<file path="src/rtl/fu_rr_arbiter.sv">
// fu_rr_arbiter: round-robin sharing of one functional unit between NUM_REQ requesters
//
// Ports
//   clk, rst_n        clock, asynchronous active-low reset
//   req_din_1/2       per-requester operands, slice i belongs to requester i
//   req_alu_sel       per-requester 4-bit opcode
//   req_v / req_r     request valid / accept (accept is one-hot or zero)
//   rsp_dout          shared result bus, valid for whichever rsp_v bit is set
//   rsp_v / rsp_r     result valid (one-hot or zero) / per-requester result ready
//   fu_*              interface to the single FU instance; feedback mode is never used
module fu_rr_arbiter #(
  parameter int NUM_REQ    = 4,
  parameter int DATA_WIDTH = 32
) (
  input  logic                          clk,
  input  logic                          rst_n,
  input  logic [NUM_REQ*DATA_WIDTH-1:0] req_din_1,
  input  logic [NUM_REQ*DATA_WIDTH-1:0] req_din_2,
  input  logic [NUM_REQ*4-1:0]          req_alu_sel,
  input  logic [NUM_REQ-1:0]            req_v,
  output logic [NUM_REQ-1:0]            req_r,
  output logic [DATA_WIDTH-1:0]         rsp_dout,
  output logic [NUM_REQ-1:0]            rsp_v,
  input  logic [NUM_REQ-1:0]            rsp_r,
  output logic [DATA_WIDTH-1:0]         fu_din_1,
  output logic [DATA_WIDTH-1:0]         fu_din_2,
  output logic [3:0]                    fu_alu_sel,
  output logic                          fu_din_v,
  input  logic                          fu_din_r,
  input  logic [DATA_WIDTH-1:0]         fu_dout,
  input  logic                          fu_dout_v,
  output logic                          fu_dout_r,
  output logic                          fu_feedback,
  output logic [DATA_WIDTH-1:0]         fu_init_val,
  output logic [15:0]                   fu_delay_val
);
  localparam int IW = (NUM_REQ > 1) ? $clog2(NUM_REQ) : 1;
  typedef enum logic [1:0] {IDLE, ISSUE, WAIT, RESP} state_e;
  state_e              state_q, state_d;
  logic [IW-1:0]       gnt_q, gnt_d, last_q, last_d, pick, idx;
  logic [DATA_WIDTH-1:0] res_q, res_d;
  logic [NUM_REQ-1:0]  gnt_oh;
  logic                in_issue, in_wait, in_resp;
  // First requesting index after last_q, wrapping at NUM_REQ (which need not be a power of two)
  always_comb begin
    pick = gnt_q;
    idx  = last_q;
    for (int k = 0; k < NUM_REQ; k++) begin
      idx = (idx == IW'(NUM_REQ - 1)) ? '0 : idx + IW'(1);
      if (req_v[idx] && pick == gnt_q && !req_v[gnt_q]) pick = idx;
      else if (req_v[idx] && k == 0) pick = idx;
    end
    idx = last_q;
    for (int k = 0; k < NUM_REQ; k++) begin
      idx = (idx == IW'(NUM_REQ - 1)) ? '0 : idx + IW'(1);
      if (req_v[idx]) begin
        pick = idx;
        break;
      end
    end
  end
  always_comb begin
    state_d = state_q;
    gnt_d   = gnt_q;
    last_d  = last_q;
    res_d   = res_q;
    case (state_q)
      IDLE:
        if (|req_v) begin
          gnt_d   = pick;
          state_d = ISSUE;
        end
      // Losing valid before acceptance abandons the grant without advancing the pointer
      ISSUE:
        if (!req_v[gnt_q]) state_d = IDLE;
        else if (fu_din_r) state_d = WAIT;
      WAIT:
        if (fu_dout_v) begin
          res_d   = fu_dout;
          state_d = RESP;
        end
      RESP:
        if (rsp_r[gnt_q]) begin
          last_d  = gnt_q;
          state_d = IDLE;
        end
      default: state_d = IDLE;
    endcase
  end
  always_ff @(posedge clk or negedge rst_n) begin
    if (!rst_n) begin
      state_q <= IDLE;
      gnt_q   <= '0;
      last_q  <= IW'(NUM_REQ - 1);
      res_q   <= '0;
    end else begin
      state_q <= state_d;
      gnt_q   <= gnt_d;
      last_q  <= last_d;
      res_q   <= res_d;
    end
  end
  assign in_issue     = state_q == ISSUE;
  assign in_wait      = state_q == WAIT;
  assign in_resp      = state_q == RESP;
  assign gnt_oh       = NUM_REQ'(1) << gnt_q;
  assign fu_din_1     = req_din_1[gnt_q*DATA_WIDTH +: DATA_WIDTH];
  assign fu_din_2     = req_din_2[gnt_q*DATA_WIDTH +: DATA_WIDTH];
  assign fu_alu_sel   = req_alu_sel[gnt_q*4 +: 4];
  assign fu_din_v     = in_issue & req_v[gnt_q];
  assign fu_dout_r    = in_issue | in_wait;
  assign req_r        = (in_issue && fu_din_r && req_v[gnt_q]) ? gnt_oh : '0;
  assign rsp_v        = in_resp ? gnt_oh : '0;
  assign rsp_dout     = res_q;
  assign fu_feedback  = 1'b0;
  assign fu_init_val  = '0;
  assign fu_delay_val = '0;
endmodule

</file>
<file path="config.mk">
export PLATFORM = sky130hd
export DESIGN_NAME = fu_rr_arbiter
export DESIGN_NICKNAME = d
export VERILOG_FILES = /design/src/rtl/fu_rr_arbiter.sv
export SDC_FILE = /design/constraint.sdc
export NUM_CORES = 1
export LEC_CHECK = 0
export ABC_CLOCK_PERIOD_IN_PS = 2500
export CORE_AREA = 8 8 181 183
export CTS_CLUSTER_DIAMETER = 80
export DETAILED_ROUTE_END_ITERATION = 10
export DIE_AREA = 0 0 189 191
export PLACE_DENSITY = 0.5
export SLEW_MARGIN = 20
export SYNTH_ARGS = -nofsm -noshare
export SYNTH_HDL_FRONTEND = slang
export SYNTH_SLANG_ARGS = --single-unit
</file>
<file path="constraint.sdc">
create_clock -name clk -period 2.5 [get_ports clk]
set_clock_uncertainty 0.15 [all_clocks]
set_input_delay 0.75 -clock clk [delete_from_list [all_inputs] [get_ports clk]]
set_output_delay 0.75 -clock clk [all_outputs]
set_load 0.05 [all_outputs]
</file>
==> qor_table.md, run 1 <==
| Group | Item | Reported |
|---|---|---|
| grt | Largest net degree at the start of global routing | 54 |
| timing | Max-slew headroom | 0.597 |
| routing | Number of design rule violations left after detail routing | 0 |
| yosys | Dominant cell type by area after synthesis | sky130_fd_sc_hd__mux4_2 |
| cells and area | Fraction of final layout cells sized beyond drive strength 1 | 0.367 |
| die | Die Span X | 189 um |
| timing | Final Slew Violations | 0 |
| timing | Number of endpoints with negative hold slack in the final report | 0 |
| cts | Clock insertion delay at the later pin of the skew report | 280 ps |
| pwr | Leakage power figure | 3.91 nW |
| grt | Number of antenna violations at the first check in global routing | 6 |
| yosys | Proportion of synthesized chip area in sequential cells | 0.254 |
| die | Number of top-level pins | 475 |
| grt | Global route total overflow | 0 |
| die | Placement row count | 64 |
| yosys | Post-synth top area share | 0.414 |
| routing | Initial drt markers | 114 |
| worst setup path | Critical path data arrival time | 1940 ps |
| place | Final Wtd Congestion | 0.855 |
| yosys | Syn Inst Count | 268 |
| die | Full die area | 36,100 um^2 |
| routing | Routed wire length per instance | 22.0 um |
| cts | Clock sink total | 38 |
| pwr | Total power divided by cell area | 1300 nW/um^2 |
| routing | Vias per cell | 3.76 |
| yosys | Number of distinct library cells after synthesis | 34 |
| routing | Remaining number of nets flagged by the antenna check after routing | 0 |
| timing | Transition at the pin with the smallest max-transition slack | 605 ps |
| grt | GRT Total Usage | 0.129 |
| cts | Maximum buffer depth of the clock tree | 2 |
| timing | RSZ-0062 raised after global routing | yes |
| yosys | Asr flop ratio synth | 1.00 |
| place | Hpwl dp | 21,700 um |
| worst setup path | Worst-path maximum fanout | 4 |
| worst setup path | Critical Path Sink Type | output port |
| cells and area | Final standard cell area without fillers | 9160 um^2 |
| timing | Crit share post-route | 1.13 |
| cells and area | Fillers | 3,116 |
| place | Placement Cell Area | 8460 um^2 |
| timing | Timing-limited maximum frequency | 0.352 GHz |
| yosys | Warnings from Yosys | 0 |
| pwr | Max IR drop VDD | 0.000753 V |
| routing | Number of iterations in the first detailed-routing pass | 4 |
| yosys | Number of synthesized flops with an enable pin | 0 |
| die | Die outline height | 191 um |
| cts | Clock root buffer | sky130_fd_sc_hd__clkbuf_16 |
| worst setup path | Crit Path Class | input port to output port |
| routing | Via count of the routed design | 4,203 |
| timing | Final critical path time including I/O delays and setup | 2840 ps |
| cts | TritonCTS clock tree | yes |
| grt | Global-route wire length before repair | 34,500 um |
| cts | Total CTS buffers | 5 |
| timing | Final worst slack | -337 ps |
| cells and area | Area growth syn-to-layout | 144% |
| yosys | Main flop type after synthesis | sky130_fd_sc_hd__dfrtp_1 |
| timing | Fin Hold WS | 322 ps |
| worst setup path | Element type at the critical path start | input port |
| cts | H-tree levels | 2 |
| yosys | Average size of a mapped cell | 14.0 um^2 |
| status | Violations in the final reports | negative setup slack |
| die | Core outline area | 30,000 um^2 |
| timing | Setup_tns | -16,140 ps |
| job | Count of max-cap constraint violations | 0 |
| yosys | Main area contributors after synthesis | sky130_fd_sc_hd__mux4_2, sky130_fd_sc_hd__dfrtp_1, sky130_fd_sc_hd__buf_4 |
| yosys | Post-synthesis instance area | 3750 um^2 |
| timing | # setup viols final | 73 |
| routing | Routed wire length | 24,600 um |
| cts | Clock-pin slew reported for the worst setup and hold paths after clock tree synthesis | 60 ps |
| status | Run status | finished with violations |
| worst setup path | Data required, critical path | 1600 ps |
| yosys | Most frequent cell after synthesis | sky130_fd_sc_hd__mux4_2 |
| cells and area | NumNets Final | 1,041 |
| cells and area | Core occupancy in the finished layout | 0.305 |
| place | Number of I/O port buffers | 425 |
| yosys | List of most frequent post-synthesis cells | sky130_fd_sc_hd__mux4_2, sky130_fd_sc_hd__buf_4, sky130_fd_sc_hd__dfrtp_1, sky130_fd_sc_hd__mux2_2, sky130_fd_sc_hd__buf_2 |
| die | Initial cell density of the core | 0.125 |
| grt | Number of global-route vias before repair | 4,753 |
| min path | Classification of the worst-slack hold path | input port to async pin |
| yosys | Flop and latch count out of synthesis | 38 |
placed cells by master, fill, tap and decap left out, drive strengths merged, types with 3 or more instances in the layout:
cell type / synthesis / routed
o21ai: 3 / 3
a21oi: 4 / 4
nor2: 3 / 3
mux2: 34 / 34
buf: 66 / 132
clkbuf: 4 / 6
inv: 5 / 4
diode: 0 / 3
nand2: 7 / 7
clkdlybuf4s50: 0 / 199
dfrtp: 36 / 36
dlymetal6s2s: 0 / 11
dlygate4sd2: 0 / 122
mux2i: 3 / 3
conb: 1 / 49
ha: 6 / 6
mux4: 69 / 69
nor2b: 4 / 4
final cells by class:
class	instances	area, um^2	area share
clock buffers	6	139	0.0152
repair buffers	466	4900	0.535
multi-input cells	203	2570	0.281
flip-flops and latches	38	962	0.105
clock inverters	2	60.1	0.00656
inverters	5	22.5	0.00246
diodes	3	7.51	0.000819
well taps	396	495	0.0541
per-layer routing:
metal / global-route usage / wire, um / vias up
met5: 0 / 0 / -
met4: 0.0232 / 336 / 0
met3: 0.0394 / 2010 / 18
met2: 0.234 / 12800 / 227
met1: 0.148 / 9550 / 2087
li1: - / - / 1871
worst paths after layout:
path | from | endpoint | slack (ps) | cells after the start
worst max-delay path | req_v[3] | req_r[1] | -340 | 7
worst min-delay path | rst_n | rsp_dout[1] | 320 | 1
worst max register to register | last_q[0] | gnt_q[1] | 550 | 5
worst min register to register | rsp_dout[9] | rsp_dout[9] | 360 | 1
max in group asynchronous | rst_n | rsp_dout[10] | 1230 | 2
min in group clk | rsp_dout[9] | rsp_dout[9] | 360 | 1
report_power, final:
group / switching (mW) / internal (mW)
registers: 0.209 / 0.954
logic: 5.60 / 4.33
clock network: 0.259 / 0.599
per-stage QoR:
step / instances / power [mW] / setup WS [ps]
floorplan: 316 / 7.00 / -320
global placement: 1099 / 10.2 / -675
detailed placement: 1099 / 10.1 / -715
CTS: 1114 / 12.0 / -346
global route: 1119 / 12.5 / -370
finish: 1119 / 11.9 / -337
registers in the layout, summed over array words and instances (netlist names), named ones only:
register	count
gnt_q	2
rsp_dout	32
last_q	2
state_q	1
worst max-delay path: stages:
cell	delay, ps
sky130_fd_sc_hd__buf_6	90
sky130_fd_sc_hd__mux4_2	500
sky130_fd_sc_hd__nand2_4	100
sky130_fd_sc_hd__clkinvlp_4	130
sky130_fd_sc_hd__nand2_8	130
sky130_fd_sc_hd__nor3b_4	60
sky130_fd_sc_hd__buf_6	160
kinds of logic (layout without fill, tap and decap cells):
family	after synthesis	after routing	share of synthesized area
compound gates	15	15	0.0270
mux	106	106	0.524
fa+ha+maj	6	6	0.0200
buf+inv	75	479	0.134
flops	38	38	0.254
simple gates	27	27	0.0400
other cells	1	52	0.000999
timing repair:
item                                    in CTS  in global routing
hold buffers                                 0                  0
resized for setup                          261                 36
gates cloned                                 1                  0
buffers inserted                             7                  3
pin swaps                                    7                  5
endpoints found under the setup margin      76                 76
Note: power is estimated with default switching activity, not from simulation.
==> inputs of run 2 (changes only) <==
- CAP_MARGIN: not set -> 5
==> results of run 2 <==
Same layout as run 1: the final DEF is identical, and so are final timing and power.
